### config.mk
export PLATFORM = sky130hd
export DESIGN_NAME = pipelined_decode_stage
export DESIGN_NICKNAME = d
export VERILOG_FILES = /design/src/rtl/decode_pkg.sv /design/src/rtl/reg_file.sv /design/src/rtl/pipelined_decode_stage.sv
export SDC_FILE = /design/constraint.sdc
export NUM_CORES = 2
export LEC_CHECK = 0
export BUFFER_PORTS_ARGS = -buffer_cell sky130_fd_sc_hd__buf_2
export CORE_ASPECT_RATIO = 1.1
export CORE_MARGIN = 10
export CORE_UTILIZATION = 50
export CTS_CLUSTER_SIZE = 20
export DETAILED_ROUTE_END_ITERATION = 6
export PLACE_DENSITY = 0.79
export SLEW_MARGIN = 20
export SYNTH_ARGS = -nofsm -noshare
export SYNTH_HDL_FRONTEND = slang
export SYNTH_HIERARCHICAL = 1
export SYNTH_SLANG_ARGS = --single-unit
### constraint.sdc
create_clock -name clk -period 5 [get_ports clk]
set_input_delay 1 -clock clk [delete_from_list [all_inputs] [get_ports clk]]
set_output_delay 1 -clock clk [all_outputs]
set_load 0.02 [all_outputs]
### src/rtl/decode_pkg.sv
// Decode stage shared definitions: instruction field positions, default
// widths, link register index and the ID/EX payload layout.
package decode_pkg;

   localparam int unsigned DEF_DATA_W   = 32;
   localparam int unsigned DEF_REG_N    = 32;
   localparam int unsigned DEF_REG_AW   = $clog2(DEF_REG_N);
   localparam int unsigned DEF_IMM_W    = 16;
   localparam int unsigned DEF_LINK_REG = 31;

   // Register field LSB positions within the 32-bit instruction word
   localparam int unsigned RS_LSB = 21;
   localparam int unsigned RT_LSB = 16;
   localparam int unsigned RD_LSB = 11;

   // ID/EX pipeline register payload (sized for the default configuration)
   typedef struct packed {
      logic [DEF_DATA_W-1:0] rs_data;
      logic [DEF_DATA_W-1:0] rt_data;
      logic [DEF_DATA_W-1:0] imm_ext;
      logic [DEF_DATA_W-1:0] link_data;
      logic [DEF_REG_AW-1:0] dest;
      logic                  dest_we;
   } id_ex_t;

endpackage

### src/rtl/reg_file.sv
// Register file: REG_N x DATA_W, two asynchronous read ports, one synchronous
// write port, synchronous active-low clear. Register 0 is hardwired to zero.
// Ports: clk, rst (sync, active-low), we/waddr/wdata (write),
//        raddr0/rdata0 and raddr1/rdata1 (combinational reads).
module reg_file #(
   parameter int unsigned DATA_W = 32,
   parameter int unsigned REG_N  = 32,
   parameter int unsigned REG_AW = $clog2(REG_N)
) (
   input  logic              clk,
   input  logic              rst,
   input  logic              we,
   input  logic [REG_AW-1:0] waddr,
   input  logic [DATA_W-1:0] wdata,
   input  logic [REG_AW-1:0] raddr0,
   output logic [DATA_W-1:0] rdata0,
   input  logic [REG_AW-1:0] raddr1,
   output logic [DATA_W-1:0] rdata1
);

   logic [DATA_W-1:0] regs [REG_N];

   // Storage: clear on reset, writes to register 0 are dropped
   always_ff @(posedge clk) begin
      if (!rst) begin
         for (int i = 0; i < int'(REG_N); i++) begin
            regs[i] <= '0;
         end
      end else if (we && (waddr != '0)) begin
         regs[waddr] <= wdata;
      end
   end

   // Read ports: register 0 always reads zero
   always_comb begin
      rdata0 = (raddr0 == '0) ? '0 : regs[raddr0];
      rdata1 = (raddr1 == '0) ? '0 : regs[raddr1];
   end

endmodule

### src/rtl/pipelined_decode_stage.sv
// Decode stage with register file, operand read, immediate extension,
// destination select and an ID/EX register with valid/ready handshake and
// load-use hazard stall.
// Build option: DECODE_BYPASS_EN forwards same-cycle write-back data into the
// captured operands; without it, a write-back to a source register stalls
// decode for one cycle so the operand is read after the write lands.
// Ports: clk, rst (sync, active-low); upstream in_valid/in_ready/instruction/
//        pc_plus_4 and decoded controls; write-back wb_en/wb_addr/wb_data;
//        EX load info ex_mem_read/ex_rt; downstream out_valid/out_ready and
//        payload rs_data, rt_data, imm_ext, link_data, dest, dest_we.
module pipelined_decode_stage
   import decode_pkg::*;
#(
   parameter int unsigned DATA_W   = DEF_DATA_W,
   parameter int unsigned REG_N    = DEF_REG_N,
   parameter int unsigned IMM_W    = DEF_IMM_W,
   parameter int unsigned LINK_REG = DEF_LINK_REG,
   localparam int unsigned REG_AW  = $clog2(REG_N)
) (
   input  logic              clk,
   input  logic              rst,
   input  logic              in_valid,
   output logic              in_ready,
   input  logic [31:0]       instruction,
   input  logic [DATA_W-1:0] pc_plus_4,
   input  logic              jal,
   input  logic              reg_dst,
   input  logic              reg_write,
   input  logic              imm_signed,
   input  logic              wb_en,
   input  logic [REG_AW-1:0] wb_addr,
   input  logic [DATA_W-1:0] wb_data,
   input  logic              ex_mem_read,
   input  logic [REG_AW-1:0] ex_rt,
   output logic              out_valid,
   input  logic              out_ready,
   output logic [DATA_W-1:0] rs_data,
   output logic [DATA_W-1:0] rt_data,
   output logic [DATA_W-1:0] imm_ext,
   output logic [DATA_W-1:0] link_data,
   output logic [REG_AW-1:0] dest,
   output logic              dest_we
);

   logic [REG_AW-1:0] rs, rt, rd;
   logic [IMM_W-1:0]  imm;
   logic [DATA_W-1:0] rf_rs, rf_rt, rs_val, rt_val;
   logic              hazard, wb_rs_hit, wb_rt_hit, accept;
   logic              unused_opcode;
   id_ex_t            id_ex, id_ex_nxt;

   assign rs  = instruction[RS_LSB +: REG_AW];
   assign rt  = instruction[RT_LSB +: REG_AW];
   assign rd  = instruction[RD_LSB +: REG_AW];
   assign imm = instruction[IMM_W-1:0];
   assign unused_opcode = ^instruction[31:26];

   reg_file #(
      .DATA_W (DATA_W),
      .REG_N  (REG_N),
      .REG_AW (REG_AW)
   ) u_reg_file (
      .clk    (clk),
      .rst    (rst),
      .we     (wb_en),
      .waddr  (wb_addr),
      .wdata  (wb_data),
      .raddr0 (rs),
      .rdata0 (rf_rs),
      .raddr1 (rt),
      .rdata1 (rf_rt)
   );

   assign wb_rs_hit = wb_en && (wb_addr != '0) && (wb_addr == rs);
   assign wb_rt_hit = wb_en && (wb_addr != '0) && (wb_addr == rt);
   assign hazard    = ex_mem_read && (ex_rt != '0) && ((ex_rt == rs) || (ex_rt == rt));

`ifdef DECODE_BYPASS_EN
   // Same-cycle write-back forwarded into the captured operands
   assign rs_val   = wb_rs_hit ? wb_data : rf_rs;
   assign rt_val   = wb_rt_hit ? wb_data : rf_rt;
   assign in_ready = (!out_valid || out_ready) && !hazard;
`else
   // Hold decode one cycle so the operand is read after the write lands
   assign rs_val   = rf_rs;
   assign rt_val   = rf_rt;
   assign in_ready = (!out_valid || out_ready) && !hazard && !(wb_rs_hit || wb_rt_hit);
`endif

   assign accept = in_valid && in_ready;

   // Next ID/EX payload from the instruction currently presented
   always_comb begin
      id_ex_nxt           = '0;
      id_ex_nxt.rs_data   = DEF_DATA_W'(rs_val);
      id_ex_nxt.rt_data   = DEF_DATA_W'(rt_val);
      id_ex_nxt.imm_ext   = imm_signed ? DEF_DATA_W'({{(DATA_W-IMM_W){imm[IMM_W-1]}}, imm})
                                       : DEF_DATA_W'({{(DATA_W-IMM_W){1'b0}}, imm});
      id_ex_nxt.link_data = DEF_DATA_W'(pc_plus_4);
      id_ex_nxt.dest      = jal ? DEF_REG_AW'(LINK_REG) : DEF_REG_AW'(reg_dst ? rd : rt);
      id_ex_nxt.dest_we   = jal | reg_write;
   end

   // ID/EX register: load on accept, bubble when consumed without refill
   always_ff @(posedge clk) begin
      if (!rst) begin
         id_ex     <= '0;
         out_valid <= 1'b0;
      end else if (accept) begin
         id_ex     <= id_ex_nxt;
         out_valid <= 1'b1;
      end else if (out_ready) begin
         out_valid <= 1'b0;
      end
   end

   assign rs_data   = DATA_W'(id_ex.rs_data);
   assign rt_data   = DATA_W'(id_ex.rt_data);
   assign imm_ext   = DATA_W'(id_ex.imm_ext);
   assign link_data = DATA_W'(id_ex.link_data);
   assign dest      = REG_AW'(id_ex.dest);
   assign dest_we   = id_ex.dest_we;

endmodule

==> out/qor.yml <==
drcViolationCount: 1
final_area_sq_um: 66400
r2r_cells: 6
rsz0062_at_grt: "false"
grt_pass1_vias: 38900
clkSinkCount: 1144
drtPass1Iterations: 7
r2r_setup_slack_ps: 2480
gp_congestion: 0.918
root_buffer: "clkbuf_16"
die_area_sq_um: 133000
yosys_most_used_dff: "edfxtp_1"
grt_pass1_wl_microns: 265000
ys_seq_area_frac: 0.557
drv_slew: 0
finalCritPeriodShare: 0.754
synth_cell_type_count: 51
dr.first_iter.drc_count: 5857
fillCellCount: 8900
syn-instance-count: 4086
max_freq_ghz: 0.265
finClkSkew_ps: 41.6
hold_viol_final: 0
arrival_ps: 2770
cts_setup_buffers: 0
area_growth_pct: 11.6
grt_max_degree: 189
power.leakage_nw: 23.9
htree_levels: 3
start_util: 0.504
synth_edf_count: 1024
ant_nets: 0
worstMarginPinSlew_ps: 1040
irDropWorstVdd_mv: 0.300
final_layout_size_suffix_gt1_frac: 0.275
min_period_ps: 3770
vias_per_cell: 6.62
syn_area_per_cell_sq_um: 14.6
relSlewSlack: 0.306
vias: 38700
worstSetupEndpointType: "output pin"
die_w_microns: 349
wl_microns: 185000
place_area_sq_um: 62500
required_ps: 4000
setup_viol: 0
crit_type: "in -> out"
violations: "DRC"
clkLatencyLatePin_ps: 720
core_sq_um: 118000
die_h_microns: 382
nets: 4310
cts.repair.resized: 0
antenna_found_initial: 17
yosys_warnings: 6
grt_overflow: 0
ys_ff_latch: 1144
outcome: "finished, violations left"
whs_endpoint: "link_data[31]$_SDFFE_PN0P_"
avgRoutedWirePerCell_microns: 31.7
hpwl_microns: 113000
cts_buffers: 113
multi_input_area_sq_um: 24700
regArea_sq_um: 33200
io_pins: 252
hp-class: "reg -> reg"
clk_pin_slew_ps: 60
port_buffers: 245
grt_usage: 0.271
reg2reg_to: "rt_data[10]$_SDFFE_PN0P_"
async_flop_share: 0
worstSetupStartpointType: "input port"
power.density_nw_per_um2: 346
cts_hold_buffers: 0
r2r-start: "u_reg_file/regs[14][10]$_SDFFCE_PN0P_"
path_max_fanout: 33
min_from: "link_data[31]$_SDFFE_PN0P_"
finalSetupTns_ps: 0
cts_tree: "done"
syn_area_sq_um: 59500
row_count: 132
max_cap_viol_count: 0
holdPathStages: 2
clock_path_buffers: 3
## through the flow
step | instances | hold WS, ps | util | setup slack [ps] | power (mW)
floorplan | 4117 | 536 | - | 464 | 13.2
global placement | 5620 | 442 | 0.530 | 936 | 14.2
detailed placement | 5620 | 449 | 0.530 | 862 | 14.3
CTS | 5835 | 456 | 0.562 | 1210 | 23.0
global route | 5836 | 474 | 0.563 | 1130 | 23.6
finish | 5841 | 451 | 0.563 | 1230 | 23.0
## state kept, by name, indices dropped and copies added, names as in the netlist
register / flops
u_reg_file/regs: 1024
link_data: 32
rs_data: 32
rt_data: 32
imm_ext: 17
dest: 5
dest_we: 1
out_valid: 1
## area by class of cell
type | instances | share of cell area
repair buffers | 405 | 0.0412
multi-input cells | 2528 | 0.372
flip-flops and latches | 1144 | 0.499
well taps | 1541 | 0.0290
clock inverters | 62 | 0.00983
diodes | 6 | 0.000226
clock buffers | 153 | 0.0485
inverters | 2 | 0.000113
## critical path: stages
cell and delay (ps):
buf_8 370, buf_4 370, xor2_1 220, nor2_1 80
a22oi_2 290, o221a_2 250, buf_2 160
## cells in the mapped netlist (8+ instances only)
cell / n / area share
nor2b_1: 15 / 0.0016
o22ai_1: 79 / 0.0083
nor2_1: 40 / 0.0025
edfxtp_1: 1024 / 0.52
buf_1: 8 / 0.00050
a2111oi_0: 17 / 0.0025
mux4_2: 470 / 0.18
clkbuf_1: 302 / 0.019
o21ai_0: 39 / 0.0033
and2_1: 997 / 0.10
a21oi_1: 10 / 0.00084
nand2_1: 240 / 0.015
mux2i_1: 273 / 0.046
a22oi_1: 18 / 0.0023
a211oi_1: 34 / 0.0043
a2111oi_1: 12 / 0.0020
buf_2: 49 / 0.0041
buf_4: 52 / 0.0066
nor4_1: 8 / 0.00084
buf_6: 22 / 0.0042
o221ai_1: 28 / 0.0041
dfxtp_1: 120 / 0.040
buf_12: 10 / 0.0034
xor2_1: 20 / 0.0029
mux2_2: 35 / 0.0066
nor3_1: 58 / 0.0049
a22o_1: 51 / 0.0075
## worst max-delay path by stage
stage / to / cells past startpoint / startpoint / slack (ps)
5_1_grt: in_ready / 7 / instruction[16] / 1130
2_1_floorplan: u_reg_file/regs[24][0]$_SDFFCE_PN0P_ / 5 / rst / 460
6_report: in_ready / 7 / instruction[16] / 1230
4_1_cts: in_ready / 7 / instruction[16] / 1210
3_3_place_gp: rt_data[19]$_SDFFE_PN0P_ / 9 / instruction[16] / 940
3_5_place_dp: rt_data[19]$_SDFFE_PN0P_ / 9 / instruction[16] / 860
## cells in the final DEF, fill, tap and decap left out, drive strengths merged, types with 11 or more instances in the layout
| master | netlist | routed |
|---|---|---|
| o221ai | 29 | 29 |
| xor2 | 20 | 20 |
| a2111oi | 29 | 29 |
| buf | 141 | 405 |
| a22o | 51 | 51 |
| a211oi | 34 | 34 |
| conb | 1 | 32 |
| clkinv | 0 | 46 |
| nor2 | 40 | 40 |
| clkbuf | 302 | 153 |
| mux2i | 273 | 273 |
| mux2 | 35 | 35 |
| o21ai | 41 | 41 |
| mux4 | 470 | 470 |
| bufinv | 0 | 11 |
| nor2b | 15 | 15 |
| o22ai | 79 | 79 |
| and2 | 997 | 997 |
| a22oi | 20 | 20 |
| dfxtp | 120 | 120 |
| nand2 | 240 | 240 |
| nor3 | 58 | 58 |
| edfxtp | 1024 | 1024 |
## routing by layer
metal | share of wire | wire [microns] | track usage
met2 | 0.46 | 85300 | 0.424
met1 | 0.33 | 61900 | 0.333
met5 | 0.00054 | 99 | 0
met4 | 0.072 | 13400 | 0.174
met3 | 0.13 | 24300 | 0.0689
## cell families (layout without fill, tap and decap cells)
group,after synthesis,count (layout),synth area share
buffers and inverters,445,622,0.0379
DFF,1144,1144,0.557
and+or+nand+nor,1393,1393,0.134
muxes,778,778,0.230
xor gates and xnor gates,20,20,0.00294
AOI/OAI and AO/OA,305,305,0.0381
other,1,38,0.0000630
## power by group
| group | internal (mW) | switching [mW] |
|---|---|---|
| Clock | 5.09 | 3.72 |
| Sequential | 11.0 | 0.308 |
| Combinational | 1.18 | 1.74 |
| Total | 17.2 | 5.77 |
No activity file was read; power rests on OpenSTA's default activity.
